$ cat src/rtl/usart_pkg.sv
// Shared USART definitions: receiver state encodings, frame width and the
// lowest usable clocks-per-bit setting. Used by both the transmitter and receiver.
package usart_pkg;

    localparam logic [1:0] ST_IDLE  = 2'd0;
    localparam logic [1:0] ST_START = 2'd1;
    localparam logic [1:0] ST_DATA  = 2'd2;
    localparam logic [1:0] ST_STOP  = 2'd3;

    localparam int DATA_BITS = 8;
    localparam int MIN_CPB   = 4;

    // Clamp a programmed clocks-per-bit value to the usable floor
    function automatic logic [11:0] floor_cpb(input logic [11:0] programmed,
                                              input logic [11:0] floor_value);
        return (programmed < floor_value) ? floor_value : programmed;
    endfunction

endpackage

$ cat src/rtl/usart_sync.sv
// Multi-flop synchronizer for an asynchronous input pin. Resets to 1 so an
// idle-high serial line does not look like a falling edge right after reset.
module usart_sync #(
    parameter int STAGES = 2
) (
    input  logic clk,
    input  logic reset_n,
    input  logic async_in,
    output logic sync_out
);

    logic [STAGES-1:0] stages;

    // Shift the pin through the flop chain; stage 0 is the metastable one
    always_ff @(posedge clk) begin
        if (!reset_n) begin
            stages <= '1;
        end else begin
            stages[0] <= async_in;
            for (int i = 1; i < STAGES; i++) begin
                stages[i] <= stages[i-1];
            end
        end
    end

    assign sync_out = stages[STAGES-1];

endmodule

$ cat src/rtl/usart_rx.sv
// 8N1 serial receiver. Detects the start edge, checks the start bit at its
// midpoint to reject glitches, samples each data bit mid-bit LSB-first and
// hands the byte over on a valid/ready handshake with framing/overrun pulses.
module usart_rx #(
    parameter int MIN_CPB     = usart_pkg::MIN_CPB,
    parameter int SYNC_STAGES = 2
) (
    input  logic        serial_clock,
    input  logic        reset_n,
    input  logic [11:0] clocks_per_bit,
    input  logic        rx_pin,
    output logic [7:0]  data_out,
    output logic        valid,
    input  logic        ready,
    output logic        busy,
    output logic        framing_error,
    output logic        overrun
);

    import usart_pkg::*;

    logic                 rx_s;
    logic                 rx_prev;
    logic                 falling;
    logic [1:0]           state;
    logic [11:0]          counter;
    logic [2:0]           bit_idx;
    logic [DATA_BITS-1:0] shift_reg;
    logic [11:0]          cpb;
    logic [11:0]          half;

    usart_sync #(
        .STAGES(SYNC_STAGES)
    ) u_sync (
        .clk      (serial_clock),
        .reset_n  (reset_n),
        .async_in (rx_pin),
        .sync_out (rx_s)
    );

    // Effective bit period (never below the floor) and the half-bit start offset
    always_comb begin
        cpb     = floor_cpb(clocks_per_bit, 12'(MIN_CPB));
        half    = cpb >> 1;
        falling = rx_prev & ~rx_s;
    end

    assign busy = (state != ST_IDLE);

    // Frame state machine, bit timing and the output handshake
    always_ff @(posedge serial_clock) begin
        if (!reset_n) begin
            state         <= ST_IDLE;
            counter       <= '0;
            bit_idx       <= '0;
            shift_reg     <= '0;
            rx_prev       <= 1'b1;
            data_out      <= '0;
            valid         <= 1'b0;
            framing_error <= 1'b0;
            overrun       <= 1'b0;
        end else begin
            rx_prev       <= rx_s;
            framing_error <= 1'b0;
            overrun       <= 1'b0;

            if (valid && ready) begin
                valid <= 1'b0;
            end

            case (state)
                ST_IDLE: begin
                    if (falling) begin
                        counter <= half - 12'd1;
                        state   <= ST_START;
                    end
                end
                ST_START: begin
                    if (counter == 12'd0) begin
                        if (!rx_s) begin
                            counter <= cpb - 12'd1;
                            bit_idx <= '0;
                            state   <= ST_DATA;
                        end else begin
                            state <= ST_IDLE;
                        end
                    end else begin
                        counter <= counter - 12'd1;
                    end
                end
                ST_DATA: begin
                    if (counter == 12'd0) begin
                        shift_reg <= {rx_s, shift_reg[DATA_BITS-1:1]};
                        counter   <= cpb - 12'd1;
                        if (bit_idx == 3'(DATA_BITS - 1)) begin
                            state <= ST_STOP;
                        end else begin
                            bit_idx <= bit_idx + 3'd1;
                        end
                    end else begin
                        counter <= counter - 12'd1;
                    end
                end
                ST_STOP: begin
                    if (counter == 12'd0) begin
                        state <= ST_IDLE;
                        if (rx_s) begin
                            if (!valid || ready) begin
                                data_out <= shift_reg;
                                valid    <= 1'b1;
                            end else begin
                                overrun <= 1'b1;
                            end
                        end else begin
                            framing_error <= 1'b1;
                        end
                    end else begin
                        counter <= counter - 12'd1;
                    end
                end
                default: state <= ST_IDLE;
            endcase
        end
    end

endmodule

$ cat config.mk
export PLATFORM = sky130hd
export DESIGN_NAME = usart_rx
export DESIGN_NICKNAME = d
export VERILOG_FILES = /design/src/rtl/usart_pkg.sv /design/src/rtl/usart_sync.sv /design/src/rtl/usart_rx.sv
export SDC_FILE = /design/constraint.sdc
export NUM_CORES = 1
export LEC_CHECK = 0
export CORE_ASPECT_RATIO = 0.6
export CORE_MARGIN = 1.5
export CORE_UTILIZATION = 57
export DETAILED_ROUTE_END_ITERATION = 8
export PLACE_DENSITY_LB_ADDON = 0.3
export SETUP_SLACK_MARGIN = 0.02
export SYNTH_ARGS = -nofsm -noshare
export SYNTH_HDL_FRONTEND = slang
export SYNTH_SLANG_ARGS = --single-unit
$ cat constraint.sdc
create_clock -name serial_clock -period 3.3 [get_ports serial_clock]
set_input_delay 0.495 -clock serial_clock [delete_from_list [all_inputs] [get_ports serial_clock]]
set_output_delay 0.495 -clock serial_clock [all_outputs]
set_load 0.03 [all_outputs]
==> results.cfg <==
[placed_design]
globalplace.congestion = 0.941
portBuffers = 27
hpwl_mm = 4.78

[logic_synthesis]
synth_top_area_share_pct = 29.9
synth_top_cell_by_area = dfxtp_1
synth-edff-count = 0
yosys_register_bits = 39
yosys.cell_types.count = 62
synth.area.top_cells = dfxtp_1, ha_1, mux2i_1
yosysSeqAreaShare_pct = 29.9
yosys_warnings = 0
synth_top_flop_cell = dfxtp_1
syn_area_um2 = 2610
syn_inst = 309
synth.avg_cell_area_um2 = 8.45
synth_nets = 336
async_flop_share_pct = 0

[drt]
first_iter_violations = 181
postRouteAntennaNets = 0
dr.pass1.iters = 4
avgViaCountPerCell = 6.07
remaining_drc_errors = 0
routed_wl_mm = 6.32
drt-wirelength-per-cell_um = 15.7
via_count = 2451

[layout]
multiInputGateArea_um2 = 1680
antennaDiodeCount = 0
drive_above_1_share_pct = 12.8
nets = 370
seqCellArea_um2 = 781
final.fill_count = 297
syn_to_final_growth_pct = 19.6
final_util_pct = 73.4
largest_reg_flops = 12

[die]
pin_count = 28
die_y_um = 55.4
die_w_um = 90.4
start_util_pct = 61.4
die_area_um2 = 5010
core_um2 = 4260
placementRows = 18

[clock_network]
cts_root_buf = clkbuf_8
clock_latency_ps = 290
hold_buffers = 0
cts_buffers = 5
clkTransAtPathRegs_ps = 80
clock-sinks = 39
htree_levels = 2
cts_tree = yes
cts_setup_buffers = 0
cts_max_path_buffers = 2
postCtsResizedCells = 0

[timing]
max_slew.worst_pin.slew_ps = 840
hold-worst-slack_ps = 413
fin_skew_ps = 6.12
rsz0062_at_grt = false
post-route-period-util_pct = 92.0
final.setup.tns_ps = 0
slew_viol_final = 0
min_period_ps = 3040
finalSetupViolations = 0
maxSlewHeadroom_pct = 44.0
max_freq_ghz = 0.329
hold_viol = 0

[critical_path]
cpMostUsedCell = a21oi_1
r2r_slack_ps = 830
endpoint_kind = register
cp_slowest_cell = clkdlybuf4s50_1
cp_max_fo = 4
startpoint_type = primary input
cp.buffers_inverters = 1
r2r_end = data_out[6]
r2r_start = counter[2]
critical_path_class = in2reg
cp_cell_sequence = clkdlybuf4s50_1 -> nor4_4 -> nand3_1 -> nand2_1 -> ha_1 -> or3b_4 -> nor4_1 -> a21oi_1 -> a2111oi_0 -> a21oi_1 -> a21oi_1
rr_worst_depth = 6
arrival_ps = 3260
path_delay_family = simple AND/OR/NAND/NOR gates
cp.depth = 11
max_stage_delay_ps = 460
worstPathRequired_ps = 3520

[global_route]
antenna_found_initial = 0
grt_pass1_wl_mm = 10.6
grt_pass1_vias = 2156
grt-ovfl-total = 0
grt_usage_pct = 26.4
grt_max_degree = 25

[pwr]
finalPower_mw = 1.69
irDropWorstVdd_v = 0.000363
powerDensity_nw_per_um2 = 539
p_leak_nw = 1.27

[outcome]
status = completed

[flow_run]
maxCapViolCount = 0

[min_path]
worstHoldPathType = reg2reg
hp-start = u_sync.stages[0]
hold_depth = 1
whs_endpoint = u_sync.stages[1]
## cells by family (layout without fill, tap and decap cells)
group           after synthesis  after routing  share of synthesized area (%)
flops                        39             39                           29.9
mux                          13             13                           5.03
compound gates               77             77                           20.5
fa+ha+maj                    11             11                           5.27
buf+inv                      30             65                           5.84
xor+xnor                     16             16                           5.36
simple gates                123            123                           28.2
## worst max-delay path by stage
stage	from	end	slack (ps)
final	clocks_per_bit[9]	counter[6]	260
after CTS	clocks_per_bit[9]	counter[4]	320
after global routing	clocks_per_bit[9]	counter[4]	120
after floorplan	clocks_per_bit[8]	counter[10]	410
after global placement	clocks_per_bit[10]	counter[5]	150
after detailed placement	clocks_per_bit[9]	counter[4]	20
## cell type report
cell class	instances	share of cell area [%]
clock buffers	6	2.32
clock inverters	2	1.92
inverters	10	1.20
multi-input cells	240	53.7
flip-flops and latches	39	25.0
well taps	60	2.40
repair buffers	47	13.5
## per-stage QoR
step                cell area [µm²]  setup WS, ps  instances
floorplan                      2610           411        309
global placement               2990           149        396
detailed placement             2990          24.3        396
CTS                            3130           324        404
global route                   3130           118        404
finish                         3130           264        404
## where the power goes
| group | leakage [nW] | switching, mW | internal (mW) |
|---|---|---|---|
| combinational | 0.887 | 0.395 | 0.256 |
| clock | 0.0654 | 0.169 | 0.302 |
| sequential | 0.317 | 0.0562 | 0.505 |
| total | 1.27 | 0.621 | 1.06 |
## Yosys cell counts, types with 2 or more instances
| library cell | number |
|---|---|
| dfxtp_1 | 39 |
| nand2_1 | 31 |
| nand3_1 | 22 |
| a21oi_1 | 17 |
| nor2_1 | 15 |
| mux2i_1 | 12 |
| nor2b_1 | 12 |
| xor2_1 | 12 |
| clkbuf_1 | 11 |
| ha_1 | 11 |
| inv_1 | 10 |
| o21ai_0 | 10 |
| a21boi_0 | 8 |
| nand2b_1 | 8 |
| a31oi_1 | 5 |
| and3_1 | 5 |
| o21a_1 | 5 |
| buf_4 | 4 |
| nor3_1 | 4 |
| o21ai_1 | 4 |
| xnor2_1 | 4 |
| a2111oi_0 | 3 |
| a221oi_1 | 3 |
| a32o_1 | 3 |
| buf_6 | 3 |
| nor4_1 | 3 |
| nor4_2 | 3 |
| a221o_1 | 2 |
| buf_2 | 2 |
| nor4_4 | 2 |
| o211ai_1 | 2 |
| o21bai_1 | 2 |
| o31ai_1 | 2 |
| or4_4 | 2 |
## placed cells by master (no fill, tap or decap), types with 3 or more instances in the layout
cell type and instances:
nand2b_1 8, a21boi_0 8, a221oi_1 3, a32o_1 3, clkbuf_8 5, xnor2_1 4
nor4_2 3, nor4_1 3, o21ai_1 4, ha_1 11, nor3_1 4, o21a_1 5
nor2_1 15, clkdlybuf4s50_1 27, a31oi_1 5, and3_1 5, xor2_1 12, nor2b_1 12
nand2_1 31, dfxtp_1 39, mux2i_1 12, nand3_1 22, o21ai_0 10, a21oi_1 17
inv_1 10, buf_4 20, a2111oi_0 3
## layer usage
metal	global-route usage, %	part of all wire, %
met4	4.99	0.59
met2	36.5	40
met1	40.4	51
met3	7.58	8.7
met5	0	0
Note: power is estimated with default switching activity, not from simulation.
